File: src/rtl/cg_pkg.sv
// Shared constants and helpers for the CG result write-back block.
// Derived constants follow the default geometry; the top recomputes them from its own parameters.
package cg_pkg;

    localparam int NUMBER_OF_CLUSTERS              = 40;
    localparam int NUMBER_OF_EQUATIONS_PER_CLUSTER = 19;
    localparam int ELEMENT_WIDTH                   = 32;
    localparam int NO_OF_UNITS                     = 8;
    localparam int MEMORIES_ADDRESS_WIDTH          = 20;

    function automatic int calc_beats(input int n_total, input int units);
        return (n_total + units - 1) / units;
    endfunction

    function automatic int calc_rem(input int n_total, input int units);
        return n_total % units;
    endfunction

    function automatic int calc_cnt_w(input int beats);
        return $clog2(beats) + 1;
    endfunction

    localparam int N_TOTAL    = NUMBER_OF_CLUSTERS * NUMBER_OF_EQUATIONS_PER_CLUSTER;
    localparam int BEATS      = calc_beats(N_TOTAL, NO_OF_UNITS);
    localparam int REM        = calc_rem(N_TOTAL, NO_OF_UNITS);
    localparam int BEAT_CNT_W = calc_cnt_w(BEATS);
    localparam int DATA_W     = NO_OF_UNITS * ELEMENT_WIDTH;

    typedef enum logic {
        CH_RUN  = 1'b0,
        CH_DONE = 1'b1
    } ch_state_t;

endpackage

File: src/rtl/cg_wb_channel.sv
// One result channel: beat counter, lane mask, done/overflow tracking and a registered memory write.
// Optional running XOR checksum of written lanes when CG_WB_CHECKSUM_EN is defined.
module cg_wb_channel
    import cg_pkg::*;
#(
    parameter int units         = NO_OF_UNITS,
    parameter int element_width = ELEMENT_WIDTH,
    parameter int beats         = BEATS,
    parameter int rem           = REM,
    parameter int cnt_w         = BEAT_CNT_W,
    parameter int addr_w        = MEMORIES_ADDRESS_WIDTH
) (
    input  logic                             clk,
    input  logic                             reset,
    input  logic                             start,
    input  logic                             auto_clear,
    input  logic                             we,
    input  logic [units*element_width-1:0]   data,
    output logic                             mem_we,
    output logic [addr_w-1:0]                mem_addr,
    output logic [units*element_width-1:0]   mem_data,
    output logic [units-1:0]                 mem_mask,
    output logic                             done,
    output logic                             overflow,
    output logic [element_width-1:0]         checksum
);

    localparam logic [cnt_w-1:0] LAST_BEAT = cnt_w'(beats - 1);

    ch_state_t          state;
    logic [cnt_w-1:0]   cnt;
    logic [cnt_w-1:0]   beat_idx;
    logic               accept;
    logic [units-1:0]   beat_mask;

    // A strobe coinciding with start restarts the vector and lands as beat 0.
    always_comb begin
        beat_idx  = start ? '0 : cnt;
        accept    = we && (start || state == CH_RUN);
        beat_mask = '1;
        if (beat_idx == LAST_BEAT && rem != 0) begin
            for (int i = 0; i < units; i++) begin
                beat_mask[i] = (i < rem);
            end
        end
    end

    always_ff @(posedge clk or posedge reset) begin
        if (reset) begin
            state    <= CH_RUN;
            cnt      <= '0;
            mem_we   <= 1'b0;
            mem_addr <= '0;
            mem_data <= '0;
            mem_mask <= '0;
            overflow <= 1'b0;
        end else begin
            mem_we <= accept;
            if (accept) begin
                mem_addr <= addr_w'(beat_idx);
                mem_data <= data;
                mem_mask <= beat_mask;
                cnt      <= beat_idx + 1'b1;
                state    <= (beat_idx == LAST_BEAT) ? CH_DONE : CH_RUN;
            end else if (start || auto_clear) begin
                cnt   <= '0;
                state <= CH_RUN;
            end
            // auto_clear only fires while done, so a strobe then is also an overflow
            if (start) begin
                overflow <= 1'b0;
            end else if (we && state == CH_DONE) begin
                overflow <= 1'b1;
            end
        end
    end

    assign done = (state == CH_DONE);

`ifdef CG_WB_CHECKSUM_EN
    logic [element_width-1:0] lane_xor;
    logic [element_width-1:0] csum;

    always_comb begin
        lane_xor = '0;
        for (int i = 0; i < units; i++) begin
            if (beat_mask[i]) begin
                lane_xor = lane_xor ^ data[i*element_width +: element_width];
            end
        end
    end

    always_ff @(posedge clk or posedge reset) begin
        if (reset) begin
            csum <= '0;
        end else if (accept) begin
            csum <= (start ? '0 : csum) ^ lane_xor;
        end else if (start || auto_clear) begin
            csum <= '0;
        end
    end

    assign checksum = csum;
`else
    assign checksum = '0;
`endif

endmodule

File: src/rtl/cg_result_writeback.sv
// Write-back of P/R/X result beats into the vector memories, with iteration completion tracking.
// CG_WB_CHECKSUM_EN enables per-channel XOR checksums; otherwise checksum_* are 0.
module cg_result_writeback
    import cg_pkg::*;
#(
    parameter int number_of_clusters              = NUMBER_OF_CLUSTERS,
    parameter int number_of_equations_per_cluster = NUMBER_OF_EQUATIONS_PER_CLUSTER,
    parameter int element_width                   = ELEMENT_WIDTH,
    parameter int no_of_units                     = NO_OF_UNITS,
    parameter int memories_address_width          = MEMORIES_ADDRESS_WIDTH
) (
    input  logic                                   clk,
    input  logic                                   reset,
    input  logic                                   start,
    input  logic                                   p_we,
    input  logic                                   r_we,
    input  logic                                   x_we,
    input  logic [no_of_units*element_width-1:0]   p_data,
    input  logic [no_of_units*element_width-1:0]   r_data,
    input  logic [no_of_units*element_width-1:0]   x_data,
    output logic                                   memoryP_we,
    output logic                                   memoryR_we,
    output logic                                   memoryX_we,
    output logic [memories_address_width-1:0]      memoryP_write_address,
    output logic [memories_address_width-1:0]      memoryR_write_address,
    output logic [memories_address_width-1:0]      memoryX_write_address,
    output logic [no_of_units*element_width-1:0]   memoryP_input,
    output logic [no_of_units*element_width-1:0]   memoryR_input,
    output logic [no_of_units*element_width-1:0]   memoryX_input,
    output logic [no_of_units-1:0]                 memoryP_mask,
    output logic [no_of_units-1:0]                 memoryR_mask,
    output logic [no_of_units-1:0]                 memoryX_mask,
    output logic                                   p_done,
    output logic                                   r_done,
    output logic                                   x_done,
    output logic                                   iteration_done,
    output logic [31:0]                            iteration_count,
    output logic                                   overflow_err,
    output logic [element_width-1:0]               checksum_p,
    output logic [element_width-1:0]               checksum_r,
    output logic [element_width-1:0]               checksum_x
);

    localparam int n_total = number_of_clusters * number_of_equations_per_cluster;
    localparam int beats   = calc_beats(n_total, no_of_units);
    localparam int rem     = calc_rem(n_total, no_of_units);
    localparam int cnt_w   = calc_cnt_w(beats);

    logic all_done;
    logic p_ovf;
    logic r_ovf;
    logic x_ovf;

    // The done flags are registered, so this is a clean one-cycle pulse: the
    // channels auto-clear on the same edge that bumps iteration_count.
    assign all_done       = p_done & r_done & x_done;
    assign iteration_done = all_done;
    assign overflow_err   = p_ovf | r_ovf | x_ovf;

    always_ff @(posedge clk or posedge reset) begin
        if (reset) begin
            iteration_count <= '0;
        end else if (all_done) begin
            iteration_count <= iteration_count + 32'd1;
        end
    end

    cg_wb_channel #(
        .units(no_of_units), .element_width(element_width), .beats(beats),
        .rem(rem), .cnt_w(cnt_w), .addr_w(memories_address_width)
    ) u_p (
        .clk(clk), .reset(reset), .start(start), .auto_clear(all_done),
        .we(p_we), .data(p_data),
        .mem_we(memoryP_we), .mem_addr(memoryP_write_address),
        .mem_data(memoryP_input), .mem_mask(memoryP_mask),
        .done(p_done), .overflow(p_ovf), .checksum(checksum_p)
    );

    cg_wb_channel #(
        .units(no_of_units), .element_width(element_width), .beats(beats),
        .rem(rem), .cnt_w(cnt_w), .addr_w(memories_address_width)
    ) u_r (
        .clk(clk), .reset(reset), .start(start), .auto_clear(all_done),
        .we(r_we), .data(r_data),
        .mem_we(memoryR_we), .mem_addr(memoryR_write_address),
        .mem_data(memoryR_input), .mem_mask(memoryR_mask),
        .done(r_done), .overflow(r_ovf), .checksum(checksum_r)
    );

    cg_wb_channel #(
        .units(no_of_units), .element_width(element_width), .beats(beats),
        .rem(rem), .cnt_w(cnt_w), .addr_w(memories_address_width)
    ) u_x (
        .clk(clk), .reset(reset), .start(start), .auto_clear(all_done),
        .we(x_we), .data(x_data),
        .mem_we(memoryX_we), .mem_addr(memoryX_write_address),
        .mem_data(memoryX_input), .mem_mask(memoryX_mask),
        .done(x_done), .overflow(x_ovf), .checksum(checksum_x)
    );

endmodule

File: config.mk
export PLATFORM = sky130hd
export DESIGN_NAME = cg_result_writeback
export DESIGN_NICKNAME = d
export VERILOG_FILES = /design/src/rtl/cg_pkg.sv /design/src/rtl/cg_wb_channel.sv /design/src/rtl/cg_result_writeback.sv
export SDC_FILE = /design/constraint.sdc
export NUM_CORES = 2
export LEC_CHECK = 0
export ABC_AREA = 1
export BUFFER_PORTS_ARGS = -buffer_cell sky130_fd_sc_hd__buf_4
export CAP_MARGIN = 20
export CELL_PAD_IN_SITES_DETAIL_PLACEMENT = 1
export CELL_PAD_IN_SITES_GLOBAL_PLACEMENT = 1
export CORE_AREA = 2 2 692 694
export DETAILED_ROUTE_END_ITERATION = 10
export DIE_AREA = 0 0 694 696
export GPL_TIMING_DRIVEN = 0
export HOLD_SLACK_MARGIN = 0.06
export PLACE_DENSITY = 0.32
export SLEW_MARGIN = 30
export SYNTH_ARGS = -nofsm -noshare
export SYNTH_HDL_FRONTEND = slang
export SYNTH_SLANG_ARGS = --single-unit
export TNS_END_PERCENT = 5
File: constraint.sdc
create_clock -name clk -period 42.6 [get_ports clk]
set_input_delay 8.52 -clock clk [delete_from_list [all_inputs] [get_ports clk]]
set_output_delay 8.52 -clock clk [all_outputs]
set_load 0.01 [all_outputs]
# Yosys cells after proc, flatten, opt, wreduce, memory -nomap -nowiden
# Index checks and enable logic that the tools add are counted.
dict set report classes {
  n_reduce_logical 16
  muxes 20
  add_sub_neg 4
  bitwise_logic 7
  n_eq_ne 3
}
# cell count
set ops {}
lappend ops {{$mux W8} 7}
lappend ops {{$add A32 B1 Y32 const B} 1}
lappend ops {{$add A8 B1 Y8 const B} 3}
lappend ops {{$eq A8 B7 Y1 const B} 3}
lappend ops {{$mux W1} 13}
lappend ops {{$reduce_bool A2 Y1} 6}
lappend ops {{$logic_and A1 B1 Y1} 6}
lappend ops {{$logic_or A1 B1 Y1} 4}
lappend ops {{$not A1 Y1} 3}
lappend ops {{$and A1 B1 Y1} 2}
lappend ops {{$or A1 B1 Y1} 2}
dict set report word_totals {
  input_bits 774
  reg_bits 860
  wordCells 72
}

# Logic depth before layout (Yosys ltp)
dict set report depth {
  ltp_word 5
  ltp_mapped 11
}

# By module
# A second synthesis with hierarchy kept.
dict set report unflattened {
  cells_unflattened 3973
  hier_area_um2 34556.9
}
# mod seq_area_each_um2 instances cells_per_inst area_per_inst_um2
set by_module_without_submodules {}
lappend by_module_without_submodules {cg_wb_channel 6906.6 3 1247 10923.0}
lappend by_module_without_submodules {cg_result_writeback 800.8 1 232 1788.0}

# Worst setup path after synthesis
# OpenSTA, ideal clock, no wires.
dict set report synth_timing {
  path_kind {input to register}
  startpoint {in start}
  endpoint {reg u_r.cnt[4]}
  setup_slack_ns 32.839
  required_time_ns 42.475
  t_arrival_ns 9.635
  n_path_buf 2
  path_stages 9
  setup_time_ns 0.125
  path_cell_list {buf_4 clkbuf_1 nor2_1 ha_1 inv_1 nor2_1 nand2_1 o21ai_0 o21ai_1}
}
dict set report synth_between {
  elab_chain_cells 3
}
# element line_no
set synth_lines {}
lappend synth_lines {{from (decl)} cg_result_writeback.sv:14} ;# input logic start,
lappend synth_lines {{$mux W8} cg_wb_channel.sv:38} ;# beat_idx = start ? '0 : cnt;
lappend synth_lines {{named net u_r.beat_idx[1]} cg_wb_channel.sv:32} ;# logic [cnt_w-1:0] beat_idx;
lappend synth_lines {{$add A8 B1 Y8} cg_wb_channel.sv:63} ;# cnt <= beat_idx + 1'b1;
lappend synth_lines {{$mux W8} cg_wb_channel.sv:59} ;# if (accept) begin
lappend synth_lines {{to (signal assigned)} cg_wb_channel.sv:63}
lappend synth_lines {{to (decl)} cg_wb_channel.sv:31} ;# logic [cnt_w-1:0] cnt;
# The timed path passes the listed nets, and every way through them passes these cells.
# A chain may end at the register's enable or synchronous reset.

# Final worst setup path
dict set report layout_timing {
  startpoint {reg u_p.state (netlist: u_p.done)}
  endpoint {out iteration_done}
}
dict set report layout_between {
  elab_chain_cells 2
}
# element line_no
set layout_lines {}
lappend layout_lines {{from (decl)} cg_wb_channel.sv:30} ;# ch_state_t state;
lappend layout_lines {{from (signal assigned)} cg_wb_channel.sv:64} ;# state <= (beat_idx == LAST_BEAT) ? CH_DONE : CH_RUN;
lappend layout_lines {{$and A1 B1 Y1 (2 in a row)} cg_result_writeback.sv:56} ;# assign all_done = p_done & r_done & x_done;
lappend layout_lines {{to (decl)} cg_result_writeback.sv:36} ;# output logic iteration_done,
# No other way between the ends.

==> out/qor.txt <==
Ranking of synthesized cells by area -> dfrtp_1 (62%), nand2_1 (27%), buf_4 (3.6%)
Initial drt markers -> 1714
Setup slack at placement -> 30920 ps
Remaining DRCs -> 0
Final setup fails -> 0
Boundary pin count -> 1762
Initial Util -> 7.268%
TritonCTS clock tree -> yes
Total Die Area -> 0.4830 mm²
Core area -> 0.4764 mm²
H-tree levels -> 4
Worst setup margin -> 31140 ps
First-pass GRT wire length -> 425.4 mm
GP Congestion -> 0.9559
Power per Cell Area -> 42.68 mW/mm²
Worst Tran Pin Value -> 804.7 ps
Share of layout cells above drive strength 1 -> 36.64%
Post-Synthesis Cells -> 3993
CTS Sinks -> 860
Final Hold Fails -> 0
Most frequent cells in the layout -> nand2_1 (2501), buf_4 (1795), dfrtp_1 (860)
Die span in y -> 696 µm
RSZ-0062 raised after global routing -> false
Sequential cell area -> 0.02152 mm²
Flop and latch count out of synthesis -> 860
Initial antenna violation count -> 174
Final wirelength -> 339.8 mm
Top-area cell type share of the netlist area -> 62.16%
Dpl hpwl -> 297.2 mm
Synthesis-to-finish area growth -> 74.02%
Vias in the first global route -> 37330
# Post-CTS Setup Buffers -> 0
GR Layer Usage met2 -> 26.31%
Fin Hold WS -> 477.3 ps
Worst path slowest cell -> dfrtp_1
Rel. slew slack -> 46.15%
Period minus WS final -> 11460 ps
CP endpoint kind -> output pin
Nets -> 6686
CTS root buf -> clkbuf_16
Critical path origin -> u_p.done
Number of gates resized after CTS -> 0
CP Max Fanout -> 10
Avg Cell Area, Syn -> 8.671 µm²
Wirelength per Cell -> 27.57 µm
Antenna Nets Post-Route -> 0
Gr usage total -> 13.57%
Multi-input logic area -> 0.01108 mm²
DIE WIDTH -> 694 µm
Status -> finished, final reports clean
Slew Viols, Final -> 0
Pre-antenna DRT Iters -> 5
Worst-path clk slew -> 50 ps
Buf+Inv Stages, Crit Path -> 2
Crit-path cells -> nand2_1 > nor2_1 > buf_4 > buf_4
Crit path largest cell delay -> 800 ps
Most common cell after layout, fill and taps aside -> nand2_1
Critical path's top delay family -> flip-flops
Cells on worst reg2reg path -> 7
FF-to-FF Start -> u_r.done
Row cnt -> 254
CP Capture Point -> iteration_done
Max VDD drop -> 0.02435 mV
Synthesized area -> 0.03462 mm²
Maximum root-to-sink buffer count -> 4
Setup CP Type -> register to output pin
Leak -> 30.56 nW
Period utilization -> 26.90%
Via count -> 34880
Number of cells on the critical path -> 4
GR peak layer -> met2
Crit-path most repeated cell -> buf_4
Finished Layout Cells -> 12330
Inserted Clock Buffers -> 140
Reg2reg setup slack -> 39710 ps
Routing usage on met3 -> 4.900%
FILL cells -> 56410
Reg2reg end -> u_r.mem_data[254]
Clk Latency, worst-skew pair -> 840 ps
Synthesis Warnings -> 0
CP startpoint kind -> register
GR Layer Usage met1 -> 13.79%
Req. time, crit path -> 34080 ps
Area leader, netlist -> dfrtp_1
Vias per cell -> 2.829
Worst Path Arrival -> 2940 ps
Total grt overflow -> 0
Max_cap viols -> 0
CTS Hold Bufs -> 0
Dpl cells -> 12040
Final Skew -> 47.00 ps
Distinct cells, synth -> 31
Worst Hold Class -> register to register
Largest net degree at the start of global routing -> 77
PortBufs -> 1628
Post-synthesis sequential area ratio -> 62.16%
Fmax achieved -> 87.28 MHz
## stage by stage
step	power (mW)	util, %	TNS, ps	area, µm²
6_report	2.572	12.65	0	60250
5_1_grt	2.708	12.63	0	60180
4_1_cts	2.664	12.62	0	60140
3_5_place_dp	1.407	11.66	0	55520
3_3_place_gp	1.405	11.58	-5493570	55180
2_1_floorplan	1.073	-	0	35110
## worst min-delay path, delay by kind of cell (launching register included)
kind             cells  cell delay, ps
AND/OR/NAND/NOR      2             100
flip-flops           1             340
## report_power, final
group | internal [mW] | total, mW | switching [mW]
sequential | 0.884 | 0.939 | 0.0548
clock | 0.722 | 1.20 | 0.478
combinational | 0.174 | 0.433 | 0.259
total | 1.78 | 2.57 | 0.792
## final cells by class
class / instances / share of cell area [%]
clock inverter: 35 / 0.7684
buffer: 336 / 3.711
clock buffer: 211 / 6.895
sequential: 860 / 35.72
multi-input combinational: 2855 / 18.40
tap: 6272 / 13.02
timing repair buffer: 1640 / 20.83
inverter: 73 / 0.4714
antenna: 44 / 0.1827
## state kept, by name, summed over array words and instances, names as in the netlist, 8 cells and up
register / flops
iteration_count: 32
u_r.mem_data: 256
u_p.mem_data: 256
u_r.cnt: 8
u_p.mem_addr: 8
u_p.cnt: 8
u_r.mem_addr: 8
u_x.cnt: 8
u_x.mem_addr: 8
u_x.mem_data: 256
## metal layers
metal  part of all wire, %  vias to the layer above
li1                      -                    15740
met1                    35                    17220
met2                    53                     1364
met3                   8.2                      500
met4                   3.1                       54
met5                 0.099                        -
## cells by family after synthesis
family | Yosys count | synth area share (%)
simple gates | 2656 | 29.25
fa+ha+maj | 6 | 0.2168
flops | 860 | 62.16
buf+inv | 409 | 7.249
compound gates | 44 | 0.6830
other cells | 1 | 0.01083
xor+xnor | 17 | 0.4301
## how the worst min path moves through the flow
stage	startpoint	endpoint	slack, ps	depth (start not counted)
after global placement	u_p.mem_data[138]	u_p.mem_data[138]	470	2
after global routing	u_p.mem_data[114]	u_p.mem_data[114]	500	2
after CTS	u_x.mem_data[31]	u_x.mem_data[31]	480	2
final	u_x.mem_data[31]	u_x.mem_data[31]	480	2
after detailed placement	u_x.cnt[5]	u_x.cnt[5]	470	2
after floorplan	u_p.cnt[5]	u_p.cnt[5]	450	2
## synth_stat cells, drive strengths merged
master  number
a21oi        6
and2         2
buf        328
clkbuf       8
conb         1
dfrtp      860
ha           6
inv         73
nand2     2503
nand3       41
nand3b       4
nand4       11
nor2        87
nor3         5
o211ai       2
o21ai       28
o22ai        7
o31ai        1
or2          3
xnor2        8
xor2         9
Power figures use the tool's default switching activity.
